[config.mk]
export PLATFORM = sky130hd
export DESIGN_NAME = tick_scheduler
export DESIGN_NICKNAME = d
export VERILOG_FILES = /design/src/rtl/tick_scheduler.sv
export SDC_FILE = /design/constraint.sdc
export NUM_CORES = 1
export LEC_CHECK = 0
export CORE_ASPECT_RATIO = 0.6
export CORE_MARGIN = 5
export CORE_UTILIZATION = 40
export CTS_CLUSTER_DIAMETER = 150
export CTS_CLUSTER_SIZE = 8
export DETAILED_ROUTE_END_ITERATION = 8
export SYNTH_ARGS = -nofsm -noshare
export SYNTH_HDL_FRONTEND = slang
export SYNTH_SLANG_ARGS = --single-unit
[constraint.sdc]
create_clock -name Clk -period 2.7 [get_ports Clk]
set_input_delay 0.405 -clock Clk [delete_from_list [all_inputs] [get_ports Clk]]
set_output_delay 0.405 -clock Clk [all_outputs]
set_load 0.05 [all_outputs]
[src/rtl/tick_scheduler.sv]
// tick_scheduler: shared prescaler feeding four programmable tick channels whose
// periods are reconfigured only at period boundaries. Clk_out built under TICK_SCHEDULER_CLKOUT_EN.
module tick_scheduler #(
    parameter logic [24:0] BASE_DIV = 25'd249_999
) (
    input  logic       Clk,
    input  logic       Reset,
    input  logic       Enable,
    input  logic       Cfg_valid,
    output logic       Cfg_ready,
    input  logic [1:0] Cfg_ch,
    input  logic [7:0] Cfg_div,
    input  logic       Cfg_en,
    output logic [3:0] Tick,
    output logic       Pending,
    output logic       Clk_out
);
    localparam logic [0:0] ST_IDLE = 1'b0;
    localparam logic [0:0] ST_WAIT = 1'b1;

    logic [24:0] pcnt;
    logic        base_tick;
    logic [0:0]  state;
    logic [1:0]  sh_ch;
    logic [7:0]  sh_div;
    logic        sh_en;
    logic [7:0]  div [4];
    logic [7:0]  cnt [4];
    logic [3:0]  en;
    logic [3:0]  boundary;
    logic        commit;

    assign base_tick = Enable && (pcnt == BASE_DIV);
    assign Cfg_ready = (state == ST_IDLE);
    assign Pending   = (state == ST_WAIT);

    // A channel hits its boundary on the base tick where its count reaches its divider.
    always_comb begin
        boundary = '0;
        for (int i = 0; i < 4; i++) begin
            boundary[i] = base_tick && en[i] && (cnt[i] == div[i]);
        end
    end

    // A disabled target can take the new setting at once; an enabled one waits for its boundary.
    assign commit = (state == ST_WAIT) && (!en[sh_ch] || boundary[sh_ch]);

    always_ff @(posedge Clk) begin
        if (Reset) begin
            pcnt <= '0;
        end else if (Enable) begin
            pcnt <= (pcnt == BASE_DIV) ? '0 : pcnt + 25'd1;
        end
    end

    always_ff @(posedge Clk) begin
        if (Reset) begin
            state  <= ST_IDLE;
            sh_ch  <= '0;
            sh_div <= '0;
            sh_en  <= 1'b0;
        end else if (state == ST_IDLE) begin
            if (Cfg_valid) begin
                sh_ch  <= Cfg_ch;
                sh_div <= Cfg_div;
                sh_en  <= Cfg_en;
                state  <= ST_WAIT;
            end
        end else if (commit) begin
            state <= ST_IDLE;
        end
    end

    // The boundary tick still fires with the old period; the commit restarts the count.
    always_ff @(posedge Clk) begin
        if (Reset) begin
            Tick <= '0;
            en   <= '0;
            for (int i = 0; i < 4; i++) begin
                div[i] <= '0;
                cnt[i] <= '0;
            end
        end else begin
            Tick <= boundary;
            for (int i = 0; i < 4; i++) begin
                if (commit && (sh_ch == 2'(i))) begin
                    div[i] <= sh_div;
                    en[i]  <= sh_en;
                    cnt[i] <= '0;
                end else if (base_tick && en[i]) begin
                    cnt[i] <= boundary[i] ? 8'd0 : cnt[i] + 8'd1;
                end
            end
        end
    end

`ifdef TICK_SCHEDULER_CLKOUT_EN
    logic clk_out_q;

    always_ff @(posedge Clk) begin
        if (Reset) begin
            clk_out_q <= 1'b0;
        end else if (boundary[0]) begin
            clk_out_q <= ~clk_out_q;
        end
    end

    assign Clk_out = clk_out_q;
`else
    assign Clk_out = 1'b0;
`endif

endmodule

== Word level (Yosys, flattened, before mapping) ==
Memories as Yosys holds them, arrays and structs flattened.
Cells that the tools add are included.
W data, S select, Z words.
Word-level totals
  word-level logic and storage cells: 111
  bits in writable memories: 64
  output and inout bits: 7
  memories: 2
  input port bits: 15
  register bits after elaboration: 45
Memories
  cnt: words 4, width 8, rd ports 4, clocked after memory_dff 0, wr ports 4, RTL line 28  | logic [7:0] cnt [4];
  div: words 4, width 8, rd ports 4, clocked after memory_dff 0, wr ports 4, RTL line 27  | logic [7:0] div [4];
Cells by class
  equality and inequality tests: 8
  muxes and demuxes: 54
  $add $sub $neg: 5
  bitwise operators: 13
  reductions and logical operators: 18
  $lt $le $gt $ge: 1
Operator list (count)
  $mux W8: 16
  $mux W1: 35
  $add A8 B1 Y8 const B: 4
  $eq A8 B8 Y1: 4
  $add A25 B1 Y25 const B: 1
  $eq A25 B18 Y1 const B: 1
  $mux W25: 1
  $logic_and A1 B1 Y1: 14
  $or A1 B1 Y1: 12
  $bmux W1 S2: 2
  $eq A2 B2 Y1 const B: 2
  $lt A2 B3 Y1 const B: 1
  $eq A2 B1 Y1 const B: 1
  $logic_not A2 Y1: 1
  $reduce_and A2 Y1: 1
  $logic_not A1 Y1: 1
  $logic_or A1 B1 Y1: 1
  $not A1 Y1: 1

== Logic depth before layout (Yosys ltp) ==
  word-level depth: 14
  depth in mapped cells: 9
  depth with buffers taken out: 7

== Worst setup path before layout ==
No wires, ideal clock.
  path kind: flip-flop to flip-flop
  from: memory cnt[1][4]
  to: memory cnt[1][0] (enable)
  data arrival time: 1.905 ns
  path slack: 0.457 ns
  required time: 2.362 ns
  buffers on the path: 1
  stages on the path, launching flop included: 8
  path through: edfxtp_1 > xor2_1 > nor4_1 > nand2_1 > o2111ai_2 > a41oi_1 > buf_2 > nand3b_1
RTL lines (RTL line)
  start, declared: 28

==> reports/qor.yml <==
run_status:
  status: "completed"
cts:
  cts_tree: "built"
  clkTransAtPathRegs_ns: 0.07
  cts-root-buf: "clkbuf_16"
  cts_sinks: 109
  cts_hold_repair.buffers: 0
  worst_skew_pair.late_latency_ns: 0.35
  cts_buffers: 9
  cts_buffer_depth: 2
  htree_levels: 3
pwr:
  power_density_nw_per_um2: 565.7
  peakVddDrop_uv: 303.8
  leakage_nw: 2.369
finish:
  finalNetCount: 545
  finish.utilization: 0.4736
  drive_gt1_frac: 0.1019
  n_antenna_cell: 0
  final_common_cell: "xor2_1"
  layout_common_cells: "xor2_1 (68), edfxtp_1 (64), nor2_1 (59), nand2_1 (47), dfxtp_1 (45)"
  area_growth_pct: 15.81
min_path:
  hold_path_class: "reg -> reg"
placed_design:
  finalWeightedCongestion: 0.8450
  portBuffers: 20
  dp_hpwl_um: 7911
sta:
  hold_violations: 0
  fin_crit_sh: 0.9025
  fin_tns_setup_ns: 0
  tightest_slew_ns: 0.7620
  fin_crit_ns: 2.437
  rsz0062_at_grt: "no"
  max_freq_mhz: 410.4
  finClkSkew_ns: 0.01146
  worst_hold_slack_ns: 0.5019
  setup_viol: 0
  slew_viol_final: 0
  slew_headroom: 0.4909
routing:
  wl_um: 10930
  firstDrtPassIters: 6
  drt-wirelength-per-cell_um: 15.61
  antenna_left: 0
  vias: 3643
  avgViaCountPerCell: 5.204
  drt_first_iter_violations: 202
  drcViolationCount: 0
setup_path:
  critPathKind: "reg -> reg"
  cp.arrival_ns: 2.45
  cp-end-kind: "flip-flop"
  cp.required_ns: 2.71
  cp-start-kind: "flip-flop"
  crit_fanout: 8
synth:
  ys_ff_latch: 109
  yosys.area_share.simple: 0.2554
  synth_compound_area_frac: 0.02690
  syn_nets: 510
  synth.area.mux_share: 0.01381
  synth_edf_count: 64
  synth_warnings: 0
  async_reset_ff_frac: 0
  synth_top_family_by_area: "simple AND/OR/NAND/NOR gates"
  synthDistinctLibCells: 42
  synthCells: 490
  syn-cell-area_um2: 5256
  synthFlopType: "edfxtp_1"
  synth-xor-area-share: 0.1316
  avgSynthCellArea_um2: 10.73
  yosysSeqAreaShare: 0.5370
  synthAdderAreaFrac: 0.01190
global_route:
  grt_pass1_vias: 3522
  grt_use_total: 0.1481
  grt.overflow.total: 0
  grt_pass1_wl_um: 18300
  grt_max_degree: 36
  antenna_found_initial: 0
floorplan:
  core_um2: 12850
  io_pins: 22
  die-area_um2: 15610
  rows: 32
  die_w_um: 158.0
  die_height_um: 98.80
  start_util: 0.4090
run:
  cap_violations: 0
==> worst max-delay path, cell delays in order, from the launching register on <==
cell and delay [ns]:
edfxtp_1 0.47, xor2_1 0.20, nor4_1 0.33, buf_4 0.18
nand4_1 0.13, o2111ai_2 0.18, a41o_1 0.27, a211o_1 0.34
==> registers in the layout (all words and copies together), names as in the netlist <==
register  count
cnt          32
div          32
pcnt         25
sh_div        8
Tick          4
en            4
sh_ch         2
Pending       1
sh_en         1
==> logic make-up after synthesis <==
group | after synthesis
AND/OR/NAND/NOR | 245
AO/OA/AOI/OAI | 21
multiplexers | 6
XOR/XNOR | 79
buffers and inverters | 24
flip-flops | 109
other | 1
adder cells (fa/ha/maj) | 5
==> stage by stage <==
| stage | instance area [um^2] | cells | setup slack [ns] | power, mW |
|---|---|---|---|---|
| 4_1_cts | 6045 | 698 | 0.1883 | 3.465 |
| 5_1_grt | 6087 | 700 | 0.006234 | 3.573 |
| 6_report | 6087 | 700 | 0.2633 | 3.443 |
| 3_5_place_dp | 5736 | 682 | 0.04857 | 2.110 |
| 2_1_floorplan | 5256 | 490 | 0.4571 | 2.018 |
| 3_3_place_gp | 5736 | 682 | 0.07013 | 2.104 |
==> area by class of cell <==
cell class | instances | area [um^2]
Clock buffer | 10 | 239.0
Multi-Input combinational cell | 357 | 2317
Fill cell | 1193 | 6765
Tap cell | 170 | 212.7
Clock inverter | 6 | 70.07
Sequential cell | 109 | 2823
Timing Repair Buffer | 42 | 402.9
Inverter | 6 | 22.52
==> per-layer routing <==
| metal | vias up | part of all wire | track usage | wire length [um] |
|---|---|---|---|---|
| met2 | 61 | 0.41 | 0.2005 | 4436 |
| met5 | - | 0 | 0 | 0 |
| met3 | 7 | 0.042 | 0.03598 | 460 |
| li1 | 1800 | - | - | - |
| met4 | 0 | 0.0073 | 0.03342 | 80 |
| met1 | 1775 | 0.54 | 0.2358 | 5951 |
==> Yosys cell counts (all sizes together), types with 11 or more instances <==
master / instances / share of area
and3: 43 / 0.051
nand4: 11 / 0.014
nor2: 59 / 0.042
nand2: 47 / 0.034
a21oi: 12 / 0.011
dfxtp: 45 / 0.17
xor2: 68 / 0.11
nor4: 13 / 0.017
buf: 12 / 0.014
edfxtp: 64 / 0.37
nand3: 31 / 0.032
xnor2: 11 / 0.018
==> path summary, 6_finish.rpt <==
path / from / endpoint / slack (ns) / cells after the start
setup / recovery: cnt[2][2] / cnt[0][6] / 0.26 / 7
hold / removal: pcnt[3] / pcnt[3] / 0.50 / 2
setup reg to reg: cnt[2][2] / cnt[0][6] / 0.26 / 7
hold reg to reg: pcnt[3] / pcnt[3] / 0.50 / 2
==> power breakdown <==
group	switching [mW]	internal (mW)
combinational	0.116	0.0965
clock	0.608	0.754
sequential	0.0594	1.81
total	0.784	2.66
==> what timing repair did <==
| action | CTS | global route |
|---|---|---|
| resized for setup | 0 | 1 |
| setup buffers | 0 | 2 |
| endpoints found under the hold margin | 0 | 0 |
| setup endpoints to repair | 0 | 24 |
(Power assumes the default switching activity.)
